===== src/rtl/seg_scan_capture_if.sv =====
// Multiplexed 7-segment display bus: active-low segments, digit enables and decimal point.
// The scanning driver uses master; the capture monitor uses slave.
interface seg_scan_capture_if;
   logic [6:0] seg_in;
   logic [3:0] en_in;
   logic       dp_in;

   modport master (output seg_in, en_in, dp_in);
   modport slave  (input  seg_in, en_in, dp_in);
endinterface


===== src/rtl/seg_scan_capture.sv =====
// Readback monitor for a scanned 7-segment bus: synchronises, waits for each digit to settle,
// decodes it back to a 4-bit code and publishes complete, in-order 4-digit frames.
module seg_scan_capture #(
   parameter int SETTLE  = 3,
   parameter int TIMEOUT = 4096
) (
   input  logic                clk1,
   input  logic                rst,
   seg_scan_capture_if.slave   bus,
   output logic [3:0]          digit0,
   output logic [3:0]          digit1,
   output logic [3:0]          digit2,
   output logic [3:0]          digit3,
   output logic [3:0]          dp_mask,
   output logic                frame_valid,
   output logic                frame_err,
   output logic                seg_err,
   output logic                stalled
);

   localparam int SW = $clog2(SETTLE + 1);
   localparam int TW = $clog2(TIMEOUT + 1);

   typedef struct packed {
      logic [3:0] en;
      logic [6:0] seg;
      logic       dp;
   } bus_t;

   typedef enum logic {ST_SYNC, ST_COLLECT} state_t;

   bus_t          sync1, sync2, prev;
   logic [SW-1:0] settle_cnt;
   logic [TW-1:0] idle_cnt;
   logic          changed, en_changed, settle_evt;
   logic          one_hot;
   logic [1:0]    cap_idx;
   logic [3:0]    dec_code;
   logic          dec_bad;
   state_t        state, nxt_state;
   logic [1:0]    idx, nxt_idx;
   logic          store, publish, err;
   logic [2:0][3:0] sh_digit;
   logic [2:0]    sh_dp;
   logic          sh_bad;

   // Idle bus is all-ones (everything active-low off), so synchronisers reset to that.
   // NOTE: sequential state uses non-blocking assignments so every flop samples pre-edge values.
   always_ff @(posedge clk1 or negedge rst) begin
      if (!rst) begin
         sync1 <= '1;
         sync2 <= '1;
         prev  <= '1;
      end else begin
         sync1 <= {bus.en_in, bus.seg_in, bus.dp_in};
         sync2 <= sync1;
         prev  <= sync2;
      end
   end

   assign changed    = (sync2 != prev);
   assign en_changed = (sync2.en != prev.en);
   assign settle_evt = !changed && (settle_cnt == SW'(SETTLE - 1));
   assign stalled    = (idle_cnt == TW'(TIMEOUT));

   always_ff @(posedge clk1 or negedge rst) begin
      if (!rst) begin
         settle_cnt <= '0;
         idle_cnt   <= '0;
      end else begin
         if (changed)                          settle_cnt <= '0;
         else if (settle_cnt != SW'(SETTLE))   settle_cnt <= settle_cnt + SW'(1);
         if (en_changed)                       idle_cnt   <= '0;
         else if (!stalled)                    idle_cnt   <= idle_cnt + TW'(1);
      end
   end

   // NOTE: every always_comb output gets a default first, so no path can infer a latch.
   always_comb begin
      one_hot = 1'b1;
      cap_idx = 2'd0;
      unique case (sync2.en)
         4'b1110: cap_idx = 2'd0;
         4'b1101: cap_idx = 2'd1;
         4'b1011: cap_idx = 2'd2;
         4'b0111: cap_idx = 2'd3;
         default: one_hot = 1'b0;
      endcase
   end

   always_comb begin
      dec_bad  = 1'b0;
      dec_code = 4'hD;
      case (sync2.seg)
         7'h40: dec_code = 4'h0;
         7'h79: dec_code = 4'h1;
         7'h24: dec_code = 4'h2;
         7'h30: dec_code = 4'h3;
         7'h19: dec_code = 4'h4;
         7'h12: dec_code = 4'h5;
         7'h02: dec_code = 4'h6;
         7'h78: dec_code = 4'h7;
         7'h00: dec_code = 4'h8;
         7'h10: dec_code = 4'h9;
         7'h7F: dec_code = 4'hF;
         7'h3F: dec_code = 4'hE;
         default: dec_bad = 1'b1;
      endcase
   end

   always_ff @(posedge clk1 or negedge rst) begin
      if (!rst) begin
         state <= ST_SYNC;
         idx   <= 2'd0;
      end else begin
         state <= nxt_state;
         idx   <= nxt_idx;
      end
   end

   // A digit0 capture always (re)starts a frame, whether from SYNC, after completion or after an error.
   always_comb begin
      nxt_state = state;
      nxt_idx   = idx;
      if (stalled) begin
         nxt_state = ST_SYNC;
      end else if (settle_evt) begin
         if (state == ST_COLLECT && one_hot && cap_idx == idx) begin
            if (idx == 2'd3) nxt_state = ST_SYNC;
            else             nxt_idx   = idx + 2'd1;
         end else if (one_hot && cap_idx == 2'd0) begin
            nxt_state = ST_COLLECT;
            nxt_idx   = 2'd1;
         end else begin
            nxt_state = ST_SYNC;
         end
      end
   end

   always_comb begin
      store   = 1'b0;
      publish = 1'b0;
      err     = 1'b0;
      if (!stalled && settle_evt) begin
         if (state == ST_COLLECT) begin
            if (one_hot && cap_idx == idx) begin
               store   = 1'b1;
               publish = (idx == 2'd3);
            end else begin
               err   = 1'b1;
               store = one_hot && (cap_idx == 2'd0);
            end
         end else begin
            store = one_hot && (cap_idx == 2'd0);
         end
      end
   end

   // NOTE: the shadow frame needs no reset; it is always rewritten from digit0 before it is published.
   always_ff @(posedge clk1) begin
      if (store) begin
         for (int i = 0; i < 3; i++) begin
            if (cap_idx == 2'(i)) begin
               sh_digit[i] <= dec_code;
               sh_dp[i]    <= ~sync2.dp;
            end
         end
         sh_bad <= (cap_idx == 2'd0) ? dec_bad : (sh_bad | dec_bad);
      end
   end

   // Digit3 is merged straight from the decoder on the completing capture.
   always_ff @(posedge clk1 or negedge rst) begin
      if (!rst) begin
         digit0      <= 4'hF;
         digit1      <= 4'hF;
         digit2      <= 4'hF;
         digit3      <= 4'hF;
         dp_mask     <= 4'b0000;
         seg_err     <= 1'b0;
         frame_valid <= 1'b0;
         frame_err   <= 1'b0;
      end else begin
         frame_valid <= publish;
         frame_err   <= err;
         if (publish) begin
            digit0  <= sh_digit[0];
            digit1  <= sh_digit[1];
            digit2  <= sh_digit[2];
            digit3  <= dec_code;
            dp_mask <= {~sync2.dp, sh_dp};
            seg_err <= sh_bad | dec_bad;
         end
      end
   end

endmodule


===== src/flat_wrapper.sv =====
// flat-port wrapper written by rule: the top's interface ports become plain ports
module seg_scan_capture_flat 
#(
   parameter int SETTLE  = 3,
   parameter int TIMEOUT = 4096
)
  (clk1, rst, digit0, digit1, digit2, digit3, dp_mask, frame_valid, frame_err, seg_err, stalled, bus_seg_in, bus_en_in, bus_dp_in);
  seg_scan_capture_if bus_i ();
  input  logic clk1;
  input  logic rst;
  output logic [3:0] digit0;
  output logic [3:0] digit1;
  output logic [3:0] digit2;
  output logic [3:0] digit3;
  output logic [3:0] dp_mask;
  output logic frame_valid;
  output logic frame_err;
  output logic seg_err;
  output logic stalled;
  input wire logic [$bits(bus_i.seg_in)-1:0] bus_seg_in;
  input wire logic [$bits(bus_i.en_in)-1:0] bus_en_in;
  input wire logic [$bits(bus_i.dp_in)-1:0] bus_dp_in;
  assign bus_i.seg_in = bus_seg_in;
  assign bus_i.en_in = bus_en_in;
  assign bus_i.dp_in = bus_dp_in;
  seg_scan_capture #(.SETTLE(SETTLE), .TIMEOUT(TIMEOUT)) u_core (.clk1(clk1), .rst(rst), .bus(bus_i), .digit0(digit0), .digit1(digit1), .digit2(digit2), .digit3(digit3), .dp_mask(dp_mask), .frame_valid(frame_valid), .frame_err(frame_err), .seg_err(seg_err), .stalled(stalled));
endmodule

===== config.mk =====
export PLATFORM = sky130hd
export DESIGN_NAME = seg_scan_capture_flat
export DESIGN_NICKNAME = d
export VERILOG_FILES = /design/src/rtl/seg_scan_capture_if.sv /design/src/rtl/seg_scan_capture.sv /design/src/flat_wrapper.sv
export SDC_FILE = /design/constraint.sdc
export NUM_CORES = 1
export LEC_CHECK = 0
export ABC_CLOCK_PERIOD_IN_PS = 3400
export CAP_MARGIN = 40
export CORE_ASPECT_RATIO = 0.6
export CORE_MARGIN = 2
export CORE_UTILIZATION = 57
export CTS_CLUSTER_DIAMETER = 60
export CTS_CLUSTER_SIZE = 30
export DETAILED_ROUTE_END_ITERATION = 10
export PLACE_DENSITY = 0.79
export SLEW_MARGIN = 20
export SYNTH_ARGS = -nofsm -noshare
export SYNTH_HDL_FRONTEND = slang
export SYNTH_SLANG_ARGS = --single-unit

===== constraint.sdc =====
create_clock -name clk1 -period 3.4 [get_ports clk1]
set_input_delay 0.34 -clock clk1 [delete_from_list [all_inputs] [get_ports clk1]]
set_output_delay 0.34 -clock clk1 [all_outputs]
set_load 0.02 [all_outputs]

==> flow_metrics.env, run 1 <==
export IMPL_status="completed"
export IMPL_pwr_share_clk_pct=42.5
export IMPL_die_y_um=69.2
export IMPL_vias_per_cell=5.60
export IMPL_leakage_nw=1.78
export IMPL_path_buf_inv=0
export IMPL_start_util_pct=59.7
export IMPL_gr_max_usage_layer="met1"
export IMPL_routed_wl_mm=7.03
export IMPL_crit_arrival_ns=2.73
export IMPL_portBuffers=37
export IMPL_drv_cap=0
export IMPL_reg2regPathDepth=5
export IMPL_numCtsBuffers=9
export IMPL_post_route_min_period_ns=2.75
export IMPL_min_path_type="flip-flop to flip-flop"
export IMPL_path_cells="or3b_1, a211oi_1, nor3_1, or3_4, nor4b_2"
export IMPL_synth_cells=287
export IMPL_diodes=0
export IMPL_use_met2_pct=27.1
export IMPL_die_width_um=113
export IMPL_yosysSeqAreaShare_pct=61.3
export IMPL_clock_sinks=93
export IMPL_core_um2=6760
export IMPL_drt_pass1_iter_count=4
export IMPL_met3_usage_pct=6.82
export IMPL_min_delay_start="u_core.sync1[4]"
export IMPL_ys_seq_elements=93
export IMPL_cp_required_ns=3.38
export IMPL_overflow=0
export IMPL_clock_latency_ns=0.34
export IMPL_rr_startpoint="u_core.sync2[11]"
export IMPL_max_slew_margin_rel_pct=58.1
export IMPL_cts_clk_slew_worst_paths_ns=0.06
export IMPL_syn_area_per_cell_um2=14.1
export IMPL_final_core_util_pct=69.8
export IMPL_crit_slowest_cell="dfstp_2"
export IMPL_cp_end_kind="flip-flop"
export IMPL_hold_depth=0
export IMPL_final_max_slew_viol_count=0
export IMPL_clock_skew_ns=0.00658
export IMPL_grt_pass1_wl_mm=11.6
export IMPL_via_count=2329
export IMPL_ys_flop_type="dfstp_2"
export IMPL_async_flop_share_pct=82.8
export IMPL_clockRootBuffer="clkbuf_16"
export IMPL_drive_gt1_share_pct=30.7
export IMPL_routedWlPerCell_um=16.9
export IMPL_htreeDepth=3
export IMPL_syn_num_nets=306
export IMPL_synth_top_area_share_pct=33.8
export IMPL_clockBufferDepth=2
export IMPL_cts_setup_buffers=0
export IMPL_cp_startpoint="u_core.sync2[11]"
export IMPL_grt_setup_unrepaired="no"
export IMPL_yosysTopAreaCell="dfstp_2"
export IMPL_synthToLayoutAreaGrowth_pct=17.0
export IMPL_fin_tns_setup_ns=0
export IMPL_setup_viol=0
export IMPL_power_density_nw_per_um2=476
export IMPL_fmax_mhz=364
export IMPL_sw_frac_of_total_pct=20.8
export IMPL_fin_nets=343
export IMPL_grt_max_degree=42
export IMPL_post_synth_top_count_cell="dfstp_2"
export IMPL_synthTopCellsByCount="52 x dfstp_2, 25 x dfrtp_1, 21 x nor2_1"
export IMPL_io_pins=38
export IMPL_tightestPinTransition_ns=0.627
export IMPL_synth_area_um2=4040
export IMPL_power_switching_mw=0.467
export IMPL_crit_fanout=8
export IMPL_combPwrFrac_pct=4.0
export IMPL_yosysWarnings=0
export IMPL_cts_resized=0
export IMPL_hold_violations=0
export IMPL_antenna_found_initial=0
export IMPL_p_seq_share_pct=53.5
export IMPL_synth_cell_types=57
export IMPL_synthTopCellsByArea="dfstp_2 34%, dfrtp_1 15%, edfxtp_1 12%"
export IMPL_dr_first_iter_drc_count=145
export IMPL_use_met1_pct=29.2
export IMPL_grtUsageTotal_pct=19.6
export IMPL_vdd_ir_drop_max_uv=377
export IMPL_cpPeakStageDelay_ns=0.60
export IMPL_internal_power_mw=1.78
export IMPL_num_rows=23
export IMPL_worstSetupPathType="flip-flop to flip-flop"
export IMPL_crit_cells=5
export IMPL_final_period_utilization_pct=80.8
export IMPL_drc=0
export IMPL_drt_antenna_violating_nets=0
export IMPL_tritoncts="yes"
export IMPL_startpoint_type="flip-flop"
export IMPL_hpwl_mm=4.83
export IMPL_synth_edf_count=16
export IMPL_gp_congestion=0.877
export IMPL_grt_pass1_vias=2247
export IMPL_cp_top_family="simple AND/OR/NAND/NOR gates"
export IMPL_die_area_um2=7790
[cell families (layout without fill, tap and decap cells)]
| kind of cell | after synthesis | count (layout) | share of synthesized area (%) |
|---|---|---|---|
| compound gates | 32 | 32 | 5.80 |
| xor+xnor | 23 | 23 | 4.99 |
| fa+ha+maj | 5 | 5 | 1.55 |
| buf+inv | 25 | 67 | 3.78 |
| flops | 93 | 93 | 61.3 |
| mux | 23 | 23 | 8.21 |
| simple gates | 86 | 86 | 14.4 |
[cell usage in the layout (no fill, tap or decap), types with 2 or more instances in the layout]
| cell | n |
|---|---|
| clkbuf_16 | 9 |
| o21ai_0 | 4 |
| buf_4 | 2 |
| nor2b_1 | 2 |
| a21oi_1 | 8 |
| clkinv_1 | 2 |
| clkdlybuf4s50_1 | 36 |
| edfxtp_1 | 16 |
| xor2_1 | 14 |
| and3_1 | 2 |
| nand4_1 | 5 |
| a31oi_2 | 2 |
| mux2i_1 | 2 |
| inv_1 | 11 |
| o21ai_1 | 2 |
| mux2_4 | 20 |
| nor4b_1 | 7 |
| ha_1 | 5 |
| nor4b_2 | 2 |
| nand3b_1 | 5 |
| nor4_1 | 3 |
| nor3_1 | 3 |
| nand3_1 | 9 |
| a211o_1 | 3 |
| or3_1 | 5 |
| nor2_1 | 21 |
| nor4_4 | 2 |
| dfstp_2 | 52 |
| dfrtp_1 | 25 |
| xnor2_1 | 9 |
| clkbuf_1 | 2 |
| nand2_1 | 7 |
| a22o_1 | 2 |
| or3b_1 | 2 |
| nand2b_1 | 2 |
[state kept, by name (all words and copies together) (netlist names), 12 cells and up]
name,cells
u_core.prev,12
u_core.sync1,12
u_core.idle_cnt,13
u_core.sync2,12
u_core.sh_digit,12
[repair_timing]
item | in CTS | in global routing
hold buffers | 1 | 0
endpoints found under the hold margin | 22 | 0
endpoints found under the setup margin | 0 | 0
[area by class of cell]
| class | count | area [um2] |
|---|---|---|
| Clock buffer | 11 | 233 |
| Clock inverter | 5 | 51.3 |
| Fill cell | 458 | 2040 |
| Inverter | 11 | 41.3 |
| Multi-Input combinational cell | 169 | 1410 |
| Sequential cell | 93 | 2470 |
| Tap cell | 87 | 109 |
| Timing Repair Buffer | 40 | 405 |
[power groups by stage]
| stage | combinational [mW] | clock (mW) | sequential, mW |
|---|---|---|---|
| after floorplan | 0.0613 | 0 | 1.20 |
| after global routing | 0.100 | 1.03 | 1.20 |
| after global placement | 0.0856 | 0 | 1.22 |
| after detailed placement | 0.0902 | 0 | 1.22 |
| after CTS | 0.0919 | 0.982 | 1.20 |
| final | 0.0903 | 0.955 | 1.20 |
[metrics by stage]
step	total power [mW]	area [um2]	worst slack (ns)	cells	hold WS [ns]
floorplan	1.26	4040	0.845	287	0.0444
global placement	1.30	4410	0.765	398	0.345
detailed placement	1.31	4430	0.688	399	0.338
CTS	2.28	4720	0.672	416	0.355
global route	2.34	4720	0.450	416	0.358
finish	2.25	4720	0.651	416	0.354
[metal layers]
metal | vias to the layer above | wire length [um]
met1 | 1152 | 3420
met4 | 0 | 66
met5 | - | 0
li1 | 1095 | -
met2 | 77 | 3050
met3 | 5 | 493
[worst paths after layout]
check	endpoint	slack, ns
max	u_core.sh_digit[10]	0.65
min	u_core.sync2[4]	0.35
max reg2reg	u_core.sh_digit[10]	0.65
min reg2reg	u_core.sync2[4]	0.35
max in group asynchronous	u_core.sync1[10]	2.26
min in group asynchronous	u_core.state	0.51
Power figures use the tool's default switching activity.
==> run 2: changes to the inputs <==
Settings changed: ABC_CLOCK_PERIOD_IN_PS 3400 to 2500, CORE_UTILIZATION 57 to 51, PLACE_DENSITY 0.79 to 0.75.
Clock period 3.4 ns to 2.5 ns, I/O delays scaled along.
==> flow_metrics.env, run 2 (synthesis gave the netlist of run 1 again) <==
export IMPL_cts_clk_slew_worst_paths_ns=0.06
export IMPL_power_density_nw_per_um2=615
export IMPL_fmax_mhz=411
export IMPL_clock_skew_ns=0.00577
export IMPL_clock_latency_ns=0.34
export IMPL_vias_per_cell=5.23
export IMPL_grt_pass1_vias=2322
export IMPL_hold_violations=0
export IMPL_tightestPinTransition_ns=0.433
export IMPL_clockBufferDepth=2
export IMPL_drive_gt1_share_pct=37.1
export IMPL_largest_register="u_core.idle_cnt"
export IMPL_dr_first_iter_drc_count=163
export IMPL_numCtsBuffers=9
export IMPL_timing_hold_ws_ns=0.287
export IMPL_multiInputGateArea_um2=1450
export IMPL_routedWlPerCell_um=15.6
export IMPL_num_rows=25
export IMPL_drc=0
export IMPL_rr_startpoint="u_core.sync2[11]"
export IMPL_rrSetupSlack_ns=0.07
export IMPL_cp_end_kind="flip-flop"
export IMPL_final_max_slew_viol_count=0
export IMPL_rr_endpoint="u_core.digit3[1]"
export IMPL_synthToLayoutAreaGrowth_pct=23.4
export IMPL_num_fill_cells=577
export IMPL_cp_required_ns=2.77
export IMPL_setup_viol=0
export IMPL_drt_pass1_iter_count=4
export IMPL_fin_nets=367
export IMPL_diodes=0
export IMPL_largest_register_ffs=13
export IMPL_drt_antenna_violating_nets=0
export IMPL_final_period_utilization_pct=97.3
export IMPL_instances_no_fill=461
export IMPL_crit_fanout=9
export IMPL_worstSetupPathType="flip-flop to flip-flop"
export IMPL_overflow=0
export IMPL_seq_area_um2=2470
export IMPL_portBuffers=37
export IMPL_drv_cap=0
export IMPL_core_um2=7790
export IMPL_routed_wl_mm=7.17
export IMPL_dp_cells=439
export IMPL_die_area_um2=8670
export IMPL_grtUsageTotal_pct=18.0
export IMPL_gp_congestion=0.816
export IMPL_max_slew_margin_rel_pct=70.7
export IMPL_htreeDepth=3
export IMPL_crit_arrival_ns=2.70
export IMPL_grt_setup_unrepaired="no"
export IMPL_grt_max_degree=32
export IMPL_leakage_nw=1.94
export IMPL_tritoncts="yes"
export IMPL_post_route_min_period_ns=2.43
export IMPL_status="completed"
export IMPL_antenna_found_initial=0
export IMPL_io_pins=38
export IMPL_via_count=2413
export IMPL_min_path_type="input pin to async pin"
export IMPL_startpoint_type="flip-flop"
export IMPL_grt_pass1_wl_mm=11.7
export IMPL_start_util_pct=51.8
export IMPL_layout_common_cells="52 x dfstp_2, 35 x clkdlybuf4s50_1, 25 x dfrtp_1"
export IMPL_hpwl_mm=5.09
export IMPL_die_width_um=119
export IMPL_clock_sinks=93
export IMPL_fin_tns_setup_ns=0
export IMPL_vdd_ir_drop_max_uv=418
export IMPL_die_y_um=72.9
export IMPL_final_common_cell="dfstp_2"
export IMPL_reg2regPathDepth=7
export IMPL_clockRootBuffer="clkbuf_16"
==> run 2: timing repair <==
item	CTS	global route
hold endpoints to repair	5	0
gates resized for setup	1	5
hold buffers	1	0
setup endpoints to repair	1	18
gates cloned	0	0
setup buffers	0	5
pin swaps	0	4
==> run 2: final cells by class <==
type,instances,share of cell area [%]
Sequential cell,93,49.6
Clock inverter,6,0.703
Timing Repair Buffer,64,12.0
Multi-Input combinational cell,169,29.1
Inverter,11,0.829
Clock buffer,10,5.02
Tap cell,108,2.71
==> run 2: stage by stage <==
stage / area [um2] / total power [mW] / worst slack (ns) / utilization, %
floorplan: 4050 / 1.72 / 0.0451 / -
global placement: 4610 / 1.78 / 0.121 / 59.1
detailed placement: 4630 / 1.79 / 0.0650 / 59.4
CTS: 4920 / 3.09 / 0.0596 / 63.2
global route: 4980 / 3.17 / 0.00544 / 64.0
finish: 4980 / 3.06 / 0.0673 / 64.0
==> run 2: worst max path at each step <==
stage | slack, ns | cells after the start | startpoint | endpoint
2_1_floorplan | 0.05 | 6 | u_core.sync2[11] | u_core.sh_digit[10]
3_3_place_gp | 0.12 | 5 | u_core.sync2[11] | u_core.sh_digit[9]
3_5_place_dp | 0.06 | 5 | u_core.sync2[11] | u_core.sh_digit[8]
4_1_cts | 0.06 | 5 | u_core.sync2[11] | u_core.sh_digit[9]
5_1_grt | 0.005 | 5 | u_core.sync2[1] | u_core.sh_digit[6]
6_report | 0.07 | 7 | u_core.sync2[11] | u_core.digit3[1]
==> run 2: critical path: stages, from the launching register on <==
cell and delay (ns):
dfstp_2 0.52, buf_4 0.15, nand2_1 0.11, or3_1 0.42, a31oi_2 0.25, and4bb_4 0.40, buf_4 0.19, mux2_4 0.30
==> run 2: layer usage <==
| layer | track usage (%) | up-vias | share of wire [%] | wire length, um |
|---|---|---|---|---|
| met4 | 7.94 | 0 | 1.5 | 110 |
| li1 | - | 1145 | - | - |
| met1 | 24.4 | 1192 | 49 | 3490 |
| met2 | 27.7 | 62 | 46 | 3280 |
| met5 | 0 | - | 0 | 0 |
| met3 | 4.92 | 14 | 4.2 | 300 |
==> run 2: power breakdown <==
part / internal [mW] / leakage [nW] / switching [mW]
Clock: 0.729 / 0.143 / 0.561
Combinational: 0.0705 / 0.772 / 0.0792
Sequential: 1.60 / 1.02 / 0.0275
Total: 2.40 / 1.94 / 0.667
==> run 3: changes to the inputs <==
Settings changed: HOLD_SLACK_MARGIN from default to 0.05, PLACE_DENSITY 0.75 to default, PLACE_DENSITY_LB_ADDON from default to 0.2.
==> flow_metrics.env, run 3 (synthesis gave the netlist of run 1 again) <==
export IMPL_routed_wl_mm=6.73
export IMPL_antenna_found_initial=0
export IMPL_final_period_utilization_pct=96.3
export IMPL_grt_pass1_vias=2245
export IMPL_routedWlPerCell_um=14.9
export IMPL_use_met1_pct=25.7
export IMPL_layout_common_cells="52 x dfstp_2, 35 x clkdlybuf4s50_1, 25 x dfrtp_1"
export IMPL_num_rows=25
export IMPL_die_area_um2=8670
export IMPL_gp_congestion=0.912
export IMPL_numCtsBuffers=9
export IMPL_final_max_slew_viol_count=0
export IMPL_dr_first_iter_drc_count=215
export IMPL_cp_top_family="simple AND/OR/NAND/NOR gates"
export IMPL_clockRootBuffer="clkbuf_16"
export IMPL_startpoint_type="flip-flop"
export IMPL_max_slew_margin_rel_pct=62.0
export IMPL_largest_register="u_core.idle_cnt"
export IMPL_tritoncts="yes"
export IMPL_overflow=0
export IMPL_via_count=2328
export IMPL_crit_fanout=5
export IMPL_fmax_mhz=416
export IMPL_post_route_min_period_ns=2.41
export IMPL_htreeDepth=3
export IMPL_worstSetupPathType="flip-flop to flip-flop"
export IMPL_core_um2=7790
export IMPL_cpPeakStageDelay_ns=0.52
export IMPL_largest_register_ffs=13
export IMPL_setup_slack_ns=0.0934
export IMPL_cp_end_kind="flip-flop"
export IMPL_hold_violations=0
export IMPL_cp_required_ns=2.56
export IMPL_hpwl_mm=4.66
export IMPL_io_pins=38
export IMPL_crit_arrival_ns=2.47
export IMPL_die_y_um=72.9
export IMPL_die_width_um=119
export IMPL_path_cells="or3b_1, a211oi_1, nor3_1, or3_4, nor4b_4, buf_4"
export IMPL_grt_setup_unrepaired="no"
export IMPL_gr_max_usage_layer="met1"
export IMPL_drt_antenna_violating_nets=0
export IMPL_use_met2_pct=23.9
export IMPL_grt_pass1_wl_mm=11.4
export IMPL_vias_per_cell=5.15
export IMPL_fin_tns_setup_ns=0
export IMPL_clock_skew_ns=0.00607
export IMPL_setup_viol=0
export IMPL_clock_latency_ns=0.34
export IMPL_final_core_util_pct=63.1
export IMPL_diodes=0
export IMPL_power_density_nw_per_um2=644
export IMPL_min_path_type="input pin to flip-flop"
export IMPL_total_power_mw=3.17
export IMPL_drc=0
export IMPL_clock_sinks=93
export IMPL_met3_usage_pct=5.39
export IMPL_tightestPinTransition_ns=0.569
export IMPL_final_common_cell="dfstp_2"
export IMPL_path_buf_inv=1
export IMPL_status="completed"
export IMPL_drt_pass1_iter_count=4
export IMPL_fin_nets=358
export IMPL_clockBufferDepth=2
export IMPL_vdd_ir_drop_max_uv=495
export IMPL_drive_gt1_share_pct=35.2
export IMPL_drv_cap=0
export IMPL_grt_max_degree=48
export IMPL_grtUsageTotal_pct=17.4
export IMPL_start_util_pct=51.8
export IMPL_crit_slowest_cell="dfstp_2"
export IMPL_cts_clk_slew_worst_paths_ns=0.06
export IMPL_dp_slack_ns=0.0131
export IMPL_leakage_nw=1.90
export IMPL_synthToLayoutAreaGrowth_pct=21.9
export IMPL_portBuffers=37
==> run 3: path summary, 6_finish.rpt <==
| path | start | endpoint | slack, ns | cells past startpoint |
|---|---|---|---|---|
| min | bus_seg_in[5] | u_core.sync1[6] | 0.31 | 1 |
| max reg2reg | u_core.sync2[11] | u_core.sh_digit[5] | 0.09 | 6 |
| max | u_core.sync2[11] | u_core.sh_digit[5] | 0.09 | 6 |
| min reg2reg | u_core.sync1[7] | u_core.sync2[7] | 0.35 | 0 |
| min in group asynchronous | rst | u_core.idle_cnt[4] | 0.44 | 2 |
| max in group asynchronous | rst | u_core.prev[11] | 1.32 | 3 |
==> run 3: repair_timing <==
action / CTS / global route
hold buffers: 1 / 0
pin swaps: 0 / 2
setup buffers: 0 / 2
resized for setup: 1 / 1
endpoints found under the setup margin: 1 / 11
endpoints found under the hold margin: 25 / 0
==> run 3: area by class of cell <==
| class | instances | area [um2] |
|---|---|---|
| clock buffers | 10 | 250 |
| clock inverters | 6 | 68.8 |
| fillers | 557 | 2870 |
| inverters | 11 | 41.3 |
| multi-input cells | 169 | 1430 |
| flip-flops and latches | 93 | 2470 |
| well taps | 108 | 135 |
| repair buffers | 55 | 520 |
==> run 3: report_power, final <==
part / switching (mW) / internal (mW) / leakage (nW)
Clock: 0.567 / 0.840 / 0.154
Combinational: 0.0756 / 0.0598 / 0.724
Sequential: 0.0284 / 1.60 / 1.02
==> run 3: per-stage QoR <==
stage | cell area, um2 | hold slack (ns) | cells
final | 4920 | 0.311 | 452
after global routing | 4920 | 0.298 | 452
after CTS | 4900 | 0.301 | 450
after detailed placement | 4570 | 0.290 | 433
after global placement | 4570 | 0.285 | 433
after floorplan | 4050 | -0.0456 | 287
==> run 3: worst reg2reg max path, cell delays in order (launching register included) <==
cell,delay (ns)
dfstp_2,0.52
or3b_1,0.36
a211oi_1,0.27
nor3_1,0.10
or3_4,0.42
nor4b_4,0.26
buf_4,0.19
==> run 3: layer usage <==
| layer | wire length (um) | part of all wire [%] |
|---|---|---|
| met1 | 3380 | 50 |
| met5 | 0 | 0 |
| met3 | 361 | 5.4 |
| met2 | 2890 | 43 |
| met4 | 102 | 1.5 |
